<file path="config.mk">
export PLATFORM = sky130hd
export DESIGN_NAME = astar_dist_mul_pipe_flat
export DESIGN_NICKNAME = d
export VERILOG_FILES = /design/src/rtl/astar_pkg.sv /design/src/rtl/astar_dist_mul_pipe_if.sv /design/src/rtl/astar_pipe_ctrl.sv /design/src/rtl/astar_dist_mul_pipe.sv /design/src/flat_wrapper.sv
export SDC_FILE = /design/constraint.sdc
export NUM_CORES = 1
export LEC_CHECK = 0
export CORE_UTILIZATION = 60
export CTS_CLUSTER_SIZE = 16
export DETAILED_ROUTE_END_ITERATION = 12
export PLACE_DENSITY = 0.82
export SLEW_MARGIN = 40
export SYNTH_ARGS = -nofsm -noshare
export SYNTH_HDL_FRONTEND = slang
export SYNTH_SLANG_ARGS = --single-unit
</file>
<file path="constraint.sdc">
create_clock -name clk -period 11.1 [get_ports clk]
set_input_delay 2.22 -clock clk [delete_from_list [all_inputs] [get_ports clk]]
set_output_delay 2.22 -clock clk [all_outputs]
set_load 0.05 [all_outputs]
</file>
<file path="src/rtl/astar_pkg.sv">
// astar_pkg: shared mode encodings, default widths and per-op metadata layout for the astar distance datapath
package astar_pkg;

    localparam logic MODE_MUL = 1'b0;
    localparam logic MODE_MAC = 1'b1;

    localparam int DEF_A_W   = 15;
    localparam int DEF_B_W   = 22;
    localparam int DEF_ACC_W = 48;
    localparam int DEF_TAG_W = 8;

    typedef struct packed {
        logic                 mode;
        logic                 clr;
        logic [DEF_TAG_W-1:0] tag;
    } mul_op_t;

endpackage

</file>
<file path="src/rtl/astar_dist_mul_pipe_if.sv">
// astar_dist_mul_pipe_if: operand/result handshake bundle between the operand generator, the multiplier and the comparator
interface astar_dist_mul_pipe_if
    import astar_pkg::*;
#(
    parameter int A_W   = DEF_A_W,
    parameter int B_W   = DEF_B_W,
    parameter int ACC_W = DEF_ACC_W,
    parameter int TAG_W = DEF_TAG_W
);

    logic             in_valid;
    logic             in_ready;
    logic [A_W-1:0]   in_a;
    logic [B_W-1:0]   in_b;
    logic             in_mode;
    logic             in_clr;
    logic [TAG_W-1:0] in_tag;
    logic             out_valid;
    logic             out_ready;
    logic [ACC_W-1:0] out_data;
    logic [TAG_W-1:0] out_tag;
    logic [ACC_W-1:0] acc_q;

    modport master (
        output in_valid, in_a, in_b, in_mode, in_clr, in_tag, out_ready,
        input  in_ready, out_valid, out_data, out_tag, acc_q
    );

    modport slave (
        input  in_valid, in_a, in_b, in_mode, in_clr, in_tag, out_ready,
        output in_ready, out_valid, out_data, out_tag, acc_q
    );

endinterface

</file>
<file path="src/rtl/astar_pipe_ctrl.sv">
// astar_pipe_ctrl: stage valid-bit shift register and the global advance enable shared by every pipeline stage
module astar_pipe_ctrl #(
    parameter int NUM_STAGE = 3
) (
    input  logic clk,
    input  logic reset,
    input  logic in_valid,
    input  logic out_ready,
    output logic en,
    output logic in_ready,
    output logic fin_valid,
    output logic out_valid
);

    logic [NUM_STAGE-1:0] v;
    logic [NUM_STAGE:0]   chain;

    assign chain     = {v, in_valid};
    assign out_valid = chain[NUM_STAGE];
    assign fin_valid = chain[NUM_STAGE-1];
    assign en        = ~out_valid | out_ready;
    assign in_ready  = en;

    // valid bits move as one block; bubbles are held in place while stalled
    always_ff @(posedge clk)
        if (reset)
            v <= '0;
        else if (en)
            v <= chain[NUM_STAGE-1:0];

endmodule

</file>
<file path="src/rtl/astar_dist_mul_pipe.sv">
// astar_dist_mul_pipe: pipelined signed x unsigned multiplier with optional accumulate and valid/ready backpressure
module astar_dist_mul_pipe
    import astar_pkg::*;
#(
    parameter int A_W       = DEF_A_W,
    parameter int B_W       = DEF_B_W,
    parameter int P_W       = A_W + B_W,
    parameter int ACC_W     = DEF_ACC_W,
    parameter int NUM_STAGE = 3,
    parameter int TAG_W     = DEF_TAG_W
) (
    input logic clk,
    input logic reset,
    astar_dist_mul_pipe_if.slave bus
);

    typedef struct packed {
        logic             mode;
        logic             clr;
        logic [TAG_W-1:0] tag;
    } op_t;

    logic                  en;
    logic                  fin_valid;
    logic signed [P_W-1:0] a_x;
    logic signed [P_W-1:0] b_x;
    logic signed [P_W-1:0] prod;
    logic [ACC_W-1:0]      ext_p;
    logic [ACC_W-1:0]      fin_p;
    logic [ACC_W-1:0]      base;
    logic [ACC_W-1:0]      sum;
    logic [ACC_W-1:0]      out_data_q;
    logic [ACC_W-1:0]      acc;
    logic [TAG_W-1:0]      out_tag_q;
    op_t                   in_op;
    op_t                   fin_op;

    astar_pipe_ctrl #(.NUM_STAGE(NUM_STAGE)) u_ctrl (
        .clk       (clk),
        .reset     (reset),
        .in_valid  (bus.in_valid),
        .out_ready (bus.out_ready),
        .en        (en),
        .in_ready  (bus.in_ready),
        .fin_valid (fin_valid),
        .out_valid (bus.out_valid)
    );

    // B is zero-extended so the signed multiply treats it as unsigned; the product is exact in P_W bits
    assign a_x   = P_W'($signed(bus.in_a));
    assign b_x   = P_W'({1'b0, bus.in_b});
    assign prod  = a_x * b_x;
    assign ext_p = ACC_W'(prod);
    assign in_op = '{mode: bus.in_mode, clr: bus.in_clr, tag: bus.in_tag};

    if (NUM_STAGE == 1) begin : g_direct
        assign fin_p  = ext_p;
        assign fin_op = in_op;
    end else begin : g_pipe
        logic [ACC_W-1:0] p_q [NUM_STAGE-1];
        op_t              m_q [NUM_STAGE-1];
        // product and metadata ride alongside the valid bits; data needs no reset because valid gates it
        always_ff @(posedge clk)
            if (en) begin
                p_q[0] <= ext_p;
                m_q[0] <= in_op;
                for (int i = 1; i < NUM_STAGE - 1; i++) begin
                    p_q[i] <= p_q[i-1];
                    m_q[i] <= m_q[i-1];
                end
            end
        assign fin_p  = p_q[NUM_STAGE-2];
        assign fin_op = m_q[NUM_STAGE-2];
    end

    assign base = fin_op.clr ? '0 : acc;
    assign sum  = base + fin_p;

    // final stage: results and the accumulator change only when a valid op is actually captured
    always_ff @(posedge clk)
        if (reset) begin
            out_data_q <= '0;
            out_tag_q  <= '0;
            acc        <= '0;
        end else if (en && fin_valid) begin
            out_data_q <= (fin_op.mode == MODE_MAC) ? sum : fin_p;
            out_tag_q  <= fin_op.tag;
            if (fin_op.mode == MODE_MAC)
                acc <= sum;
        end

    assign bus.out_data = out_data_q;
    assign bus.out_tag  = out_tag_q;
    assign bus.acc_q    = acc;

endmodule

</file>
<file path="src/flat_wrapper.sv">
// flat-port wrapper written by rule: the top's interface ports become plain ports
module astar_dist_mul_pipe_flat import astar_pkg::*;
#(
    parameter int A_W       = DEF_A_W,
    parameter int B_W       = DEF_B_W,
    parameter int P_W       = A_W + B_W,
    parameter int ACC_W     = DEF_ACC_W,
    parameter int NUM_STAGE = 3,
    parameter int TAG_W     = DEF_TAG_W
)
  (clk, reset, bus_in_valid, bus_in_a, bus_in_b, bus_in_mode, bus_in_clr, bus_in_tag, bus_out_ready, bus_in_ready, bus_out_valid, bus_out_data, bus_out_tag, bus_acc_q);
  astar_dist_mul_pipe_if #(.A_W(A_W), .B_W(B_W), .ACC_W(ACC_W), .TAG_W(TAG_W)) bus_i ();
  input logic clk;
  input logic reset;
  input wire logic [$bits(bus_i.in_valid)-1:0] bus_in_valid;
  input wire logic [$bits(bus_i.in_a)-1:0] bus_in_a;
  input wire logic [$bits(bus_i.in_b)-1:0] bus_in_b;
  input wire logic [$bits(bus_i.in_mode)-1:0] bus_in_mode;
  input wire logic [$bits(bus_i.in_clr)-1:0] bus_in_clr;
  input wire logic [$bits(bus_i.in_tag)-1:0] bus_in_tag;
  input wire logic [$bits(bus_i.out_ready)-1:0] bus_out_ready;
  output wire logic [$bits(bus_i.in_ready)-1:0] bus_in_ready;
  output wire logic [$bits(bus_i.out_valid)-1:0] bus_out_valid;
  output wire logic [$bits(bus_i.out_data)-1:0] bus_out_data;
  output wire logic [$bits(bus_i.out_tag)-1:0] bus_out_tag;
  output wire logic [$bits(bus_i.acc_q)-1:0] bus_acc_q;
  assign bus_i.in_valid = bus_in_valid;
  assign bus_i.in_a = bus_in_a;
  assign bus_i.in_b = bus_in_b;
  assign bus_i.in_mode = bus_in_mode;
  assign bus_i.in_clr = bus_in_clr;
  assign bus_i.in_tag = bus_in_tag;
  assign bus_i.out_ready = bus_out_ready;
  assign bus_in_ready = bus_i.in_ready;
  assign bus_out_valid = bus_i.out_valid;
  assign bus_out_data = bus_i.out_data;
  assign bus_out_tag = bus_i.out_tag;
  assign bus_acc_q = bus_i.acc_q;
  astar_dist_mul_pipe #(.A_W(A_W), .B_W(B_W), .P_W(P_W), .ACC_W(ACC_W), .NUM_STAGE(NUM_STAGE), .TAG_W(TAG_W)) u_core (.clk(clk), .reset(reset), .bus(bus_i));
endmodule
</file>
==> impl_metrics.env, run 1 <==
export IMPL_status="completed"
export IMPL_coreArea_sq_um=33600
export IMPL_path_cells="clkdlybuf4s50_1 > and2_1 > fa_1 > inv_1 > fa_1 > inv_1 > fa_1 > fa_1 > fa_1 > inv_1 > fa_1 > inv_1 > ha_1 > and3_1 > and3_1 > a22oi_1 > nor2_1 > a2111oi_4 > o211ai_1 > a41oi_1 > a21oi_1 > nor2_1 > xnor2_1"
export IMPL_worstReg2RegStart="u_core.g_pipe.m_q[0][18]"
export IMPL_port_buffers=156
export IMPL_clock_sinks=201
export IMPL_end_kind="register"
export IMPL_async_flop_share_pct=0
export IMPL_num_rows=67
export IMPL_grt_pass1_vias=15900
export IMPL_yosysSeqAreaShare_pct=24.1
export IMPL_synth_top_cell_area_share_pct=25.3
export IMPL_p_leak_uw=0.0106
export IMPL_r2r_setup_slack_ns=7.02
export IMPL_fin_area_sq_um=22800
export IMPL_max_cap_viol_count=0
export IMPL_dp_hpwl_mm=38.1
export IMPL_final_max_slew_viol_count=0
export IMPL_htreeDepth=1
export IMPL_fin_crit_ns=8.90
export IMPL_syn_nets=2702
export IMPL_fin_setup_tns_ns=0
export IMPL_synth_common_cells="nand2_1 (330), inv_1 (324), fa_1 (260)"
export IMPL_ctsResizeCount=0
export IMPL_antenna_found_initial=0
export IMPL_post_drt_via_cell_ratio=5.76
export IMPL_ios=157
export IMPL_drt_pass1_iter_count=5
export IMPL_area_delta_synth_final_pct=11.0
export IMPL_crit_arrival_ns=9.14
export IMPL_holdCritPathClass="register to register"
export IMPL_die_x_um=187
export IMPL_die_y_um=187
export IMPL_path_class="primary input to register"
export IMPL_synth_top_cell_by_area="fa_1"
export IMPL_critPathSlowestCell="clkdlybuf4s50_1"
export IMPL_cp_startpoint="bus_in_b[4]"
export IMPL_cp_common_cell="fa_1"
export IMPL_grt_use_total_pct=28.5
export IMPL_crit_path_start_kind="primary input"
export IMPL_rsz0062_at_grt="no"
export IMPL_drive_gt1_share_pct=3.13
export IMPL_overflow=0
export IMPL_clock_root_buffer="clkbuf_16"
export IMPL_cts_clk_slew_worst_paths_ns=0.07
export IMPL_cts_path_max_buffers=3
export IMPL_wl_per_cell_um=17.9
export IMPL_dpl_cell_area_sq_um=22300
export IMPL_totalWireLength_mm=49.3
export IMPL_fin_crit_sh_pct=80.2
export IMPL_diodes=0
export IMPL_ys_flop_type="dfxtp_1"
export IMPL_grt_max_degree=98
export IMPL_hold_violations=0
export IMPL_grt_pass1_wl_mm=81.0
export IMPL_yosysUniqueCellTypes=71
export IMPL_fmax_mhz=112
export IMPL_fin_worst_skew_ns=0.0141
export IMPL_endpoint="u_core.g_pipe.p_q[0][34]"
export IMPL_avgSynthCellArea_sq_um=9.25
export IMPL_synthCells=2223
export IMPL_power_density_nw_per_um2=299
export IMPL_drcViolationCount=0
export IMPL_postCtsHoldBufs=0
export IMPL_cts_tree="done"
export IMPL_vias=15900
export IMPL_drt_iter0_drc=1365
export IMPL_floorplan_die_area_sq_um=35000
export IMPL_max_vdd_ir_drop_mv=0.287
export IMPL_cp_max_fo=15
export IMPL_start_util_pct=61.2
export IMPL_synthTopCellsByArea="fa_1 (25%), edfxtp_1 (14%), dfxtp_1 (10%), ha_1 (10%), nand2_1 (6.0%)"
export IMPL_nNetsFinal=2770
export IMPL_clk_latency_ns=0.50
export IMPL_synth_area_sq_um=20600
export IMPL_final_antenna_net_count=0
export IMPL_synth_edf_count=94
export IMPL_min_from="u_core.g_pipe.p_q[0][23]"
export IMPL_relSlewSlack_pct=41.4
export IMPL_reg2reg_to="u_core.bus.out_data[46]"
export IMPL_setup_viol=0
export IMPL_critPathRequiredTime_ns=11.34
export IMPL_postCtsSetupBuffers=0
export IMPL_rr_worst_depth=15
export IMPL_cts_buffers_inserted=18
export IMPL_worst_pin_slew_ns=0.877
export IMPL_yosysWarnings=0
export IMPL_max_stage_delay_ns=0.82
export IMPL_yosysMostFrequentCell="nand2_1"
export IMPL_ys_ff_latch=201
export IMPL_gp_congestion=0.918
## area by class of cell
cell class	count	area (sq um)
clock buffers	24	504
clock inverters	8	67.6
fillers	2657	10800
inverters	324	1220
multi-input cells	1582	14000
flip-flops and latches	201	4960
well taps	448	561
repair buffers	164	1570
## cell families after synthesis
logic type                 share of synthesized area, %
and+or+nand+nor                                    16.2
buffers and inverters                              8.08
adders and majority gates                          35.5
AOI/OAI and AO/OA                                  11.4
DFF                                                24.1
xor gates and xnor gates                           3.36
muxes                                              1.31
## power breakdown
part	switching [uW]	internal (uW)
Clock	273	344
Combinational	2880	2060
Sequential	91.8	1190
Total	3240	3590
## layer usage
layer	share of wire [%]	vias up	track usage (%)
met5	0	-	0
met2	47	704	47.3
met4	2.3	0	7.25
li1	-	7305	-
met1	43	7748	39.8
met3	7.7	96	3.40
## worst min-delay path by stage
| stage | to | slack [ns] | cells past startpoint |
|---|---|---|---|
| after floorplan | u_core.g_pipe.m_q[0][10] | 0.40 | 0 |
| after global placement | u_core.g_pipe.p_q[0][70] | 0.40 | 0 |
| after detailed placement | u_core.g_pipe.p_q[0][49] | 0.40 | 0 |
| after CTS | u_core.g_pipe.p_q[0][71] | 0.42 | 0 |
| after global routing | u_core.g_pipe.p_q[0][77] | 0.42 | 0 |
| final | u_core.g_pipe.p_q[0][71] | 0.42 | 0 |
## state kept, by name, summed over array words and instances (netlist names)
signal / flops
u_core.g_pipe.p_q: 74
u_core.bus.acc_q: 48
u_core.bus.out_data: 48
u_core.g_pipe.m_q: 20
u_core.bus.out_tag: 8
u_core.u_ctrl.v: 3
## worst max-delay path, delay by kind of cell
kind	cells	cell delay (ns)
AOI/OAI and AO/OA	5	1.39
buffers and inverters	5	1.02
and+or+nand+nor	5	1.09
xor gates and xnor gates	1	0.09
adders and majority gates	7	3.32
## stage by stage
stage               hold WS [ns]  std cells  total power, uW  utilization (%)  worst slack, ns
global placement           0.401       2719             5910             66.4             1.90
finish                     0.416       2751             6830             67.9             2.20
CTS                        0.417       2751             6800             68.1             2.14
global route               0.424       2751             7470             67.9             1.80
detailed placement         0.405       2719             6170             66.4             1.64
floorplan                  0.400       2223             5050                -             3.07
## cells in the final DEF, fill, tap and decap left out, types with 9 or more instances in the layout
cell type,Yosys,final
nand2_1,330,330
inv_1,324,323
fa_1,260,260
ha_1,168,168
clkdlybuf4s50_1,0,144
a21oi_1,138,138
and2_1,130,129
dfxtp_1,107,107
edfxtp_1,94,94
nor2_1,89,87
nor2b_1,57,57
xnor2_1,53,53
a21o_1,46,46
a211oi_1,37,37
o21ai_0,33,33
mux2i_1,27,27
xor2_1,26,26
nand2b_1,20,20
clkbuf_16,0,19
nand4_1,17,17
and3_1,11,11
o21bai_1,11,11
buf_2,8,11
nor3_1,10,10
o21ai_1,9,9
(Power assumes the default switching activity.)
==> run 2, diff against run 1 <==
- CORE_UTILIZATION: 60 -> 55
- PLACE_DENSITY: 0.82 -> 0.79
- clock period: 11.1 -> 8.1 ns (I/O delays scaled with it)
==> impl_metrics.env, run 2 (same netlist as run 1, synthesis figures left out) <==
export IMPL_diodes=0
export IMPL_hold_violations=0
export IMPL_drt_iter0_drc=1194
export IMPL_path_buf_inv=4
export IMPL_multi_input_area_sq_um=14000
export IMPL_drive_gt1_share_pct=5.73
export IMPL_num_fill_cells=2931
export IMPL_postCtsSetupBuffers=0
export IMPL_end_kind="register"
export IMPL_nNetsFinal=2839
export IMPL_cp_common_cell="fa_1"
export IMPL_start_util_pct=56.1
export IMPL_rsz0062_at_grt="no"
export IMPL_grt_pass1_vias=16200
export IMPL_num_rows=70
export IMPL_drt_pass1_iter_count=7
export IMPL_fmax_mhz=129
export IMPL_power_density_nw_per_um2=408
export IMPL_fin_area_sq_um=23500
export IMPL_rr_worst_depth=15
export IMPL_totalWireLength_mm=48.8
export IMPL_crit_path_start_kind="primary input"
export IMPL_relSlewSlack_pct=50.6
export IMPL_cts_path_max_buffers=3
export IMPL_dpl_cell_area_sq_um=22900
export IMPL_path_class="primary input to register"
export IMPL_floorplan_die_area_sq_um=38200
export IMPL_die_x_um=195
export IMPL_grt_pass1_wl_mm=79.5
export IMPL_path_cells="clkdlybuf4s50_1 > nand2_1 > fa_1 > fa_1 > inv_1 > fa_1 > fa_1 > fa_1 > inv_1 > fa_1 > inv_1 > ha_1 > and3_1 > and3_1 > a22oi_1 > nor2_1 > a2111oi_4 > o2111ai_1 > a41oi_1 > o21ai_1 > a21oi_1 > xnor2_1"
export IMPL_fin_worst_skew_ns=0.0170
export IMPL_fin_setup_tns_ns=0
export IMPL_antenna_found_initial=0
export IMPL_postCtsHoldBufs=0
export IMPL_seq_area_sq_um=4960
export IMPL_grt_max_degree=90
export IMPL_gp_congestion=0.956
export IMPL_fin_util_pct=64.0
export IMPL_vias=15900
export IMPL_fin_crit_ns=7.75
export IMPL_max_stage_delay_ns=0.70
export IMPL_setup_viol=0
export IMPL_port_buffers=156
export IMPL_htreeDepth=1
export IMPL_coreArea_sq_um=36700
export IMPL_cp_max_fo=10
export IMPL_critPathTopFamily="adder cells"
export IMPL_clk_latency_ns=0.49
export IMPL_cts_clk_slew_worst_paths_ns=0.07
export IMPL_fin_crit_sh_pct=95.7
export IMPL_whs_ns=0.411
export IMPL_clock_root_buffer="clkbuf_16"
export IMPL_worst_pin_slew_ns=0.740
export IMPL_max_cap_viol_count=0
export IMPL_grt_use_total_pct=25.6
export IMPL_final_max_slew_viol_count=0
export IMPL_hold_path_depth=0
export IMPL_cts_tree="done"
export IMPL_largest_reg_flops=74
export IMPL_wl_per_cell_um=17.2
export IMPL_holdCritPathClass="register to register"
export IMPL_drcViolationCount=0
export IMPL_post_drt_via_cell_ratio=5.61
export IMPL_final_cell_mix="nand2_1 (330), inv_1 (323), fa_1 (260), ha_1 (168), clkdlybuf4s50_1 (154)"
export IMPL_max_vdd_ir_drop_mv=0.417
export IMPL_status="completed"
export IMPL_overflow=0
export IMPL_critPathSlowestCell="clkdlybuf4s50_1"
export IMPL_critPathRequiredTime_ns=8.34
export IMPL_final_antenna_net_count=0
export IMPL_layout_cells_most_common="nand2_1"
export IMPL_crit_cells=22
export IMPL_dp_hpwl_mm=39.9
export IMPL_die_y_um=195
export IMPL_crit_arrival_ns=7.99
export IMPL_fin_total_pwr_uw=9590
export IMPL_clock_sinks=201
export IMPL_cts_buffers_inserted=19
export IMPL_area_delta_synth_final_pct=14.2
export IMPL_ios=157
export IMPL_ctsResizeCount=0
export IMPL_p_leak_uw=0.0110
export IMPL_top_register="u_core.g_pipe.p_q"
-- run 2: changes by cell type in the layout (fill, tap and decap cells not counted), sizes merged --
cell,delta
buf,+58
clkdlybuf4s50,+10
inv,+3
clkinv,-2
clkinvlp,-1
dlymetal6s2s,+1
-- run 2: worst paths after layout --
check	from	endpoint	slack, ns
worst min-delay path	u_core.g_pipe.p_q[0][19]	u_core.g_pipe.p_q[0][67]	0.41
worst max-delay path	bus_in_a[0]	u_core.g_pipe.p_q[0][47]	0.35
worst min register to register	u_core.g_pipe.p_q[0][19]	u_core.g_pipe.p_q[0][67]	0.41
worst max register to register	u_core.g_pipe.m_q[0][18]	u_core.bus.out_data[46]	3.98
-- run 2: per-layer routing --
| layer | vias to the layer above | track usage (%) | wire, um |
|---|---|---|---|
| li1 | 7434 | - | - |
| met1 | 7823 | 34.3 | 21200 |
| met2 | 587 | 44.0 | 23400 |
| met3 | 76 | 3.37 | 3240 |
| met4 | 0 | 6.47 | 929 |
| met5 | - | 0 | 0 |
-- run 2: cell type report --
cell class | count | share of cell area (%)
repair buffers | 232 | 9.09
flip-flops and latches | 201 | 21.1
clock inverters | 8 | 0.352
multi-input cells | 1582 | 59.4
well taps | 468 | 2.49
clock buffers | 25 | 2.34
inverters | 324 | 5.19
-- run 2: report_power, final --
| part | internal, uW | switching (uW) |
|---|---|---|
| Combinational | 3050 | 3900 |
| Clock | 516 | 380 |
| Sequential | 1630 | 124 |
-- run 2: stage by stage --
stage	instances	setup WS (ns)
after floorplan	2223	0.673
after global placement	2807	0.0284
after detailed placement	2807	-0.202
after CTS	2840	0.340
after global routing	2840	0.000612
final	2840	0.346
-- run 2: worst register-to-register path, stage by stage, from the launching register on --
cell and delay (ns):
edfxtp_1 0.37, buf_4 0.32, nor2b_1 0.21, ha_1 0.24
inv_1 0.07, fa_1 0.42, nand2b_1 0.19, a21oi_1 0.23
o21ai_1 0.19, o21a_1 0.30, o31ai_1 0.49, a21oi_1 0.26
o31ai_1 0.40, xor2_1 0.18, nand2_1 0.08, o21ai_0 0.11
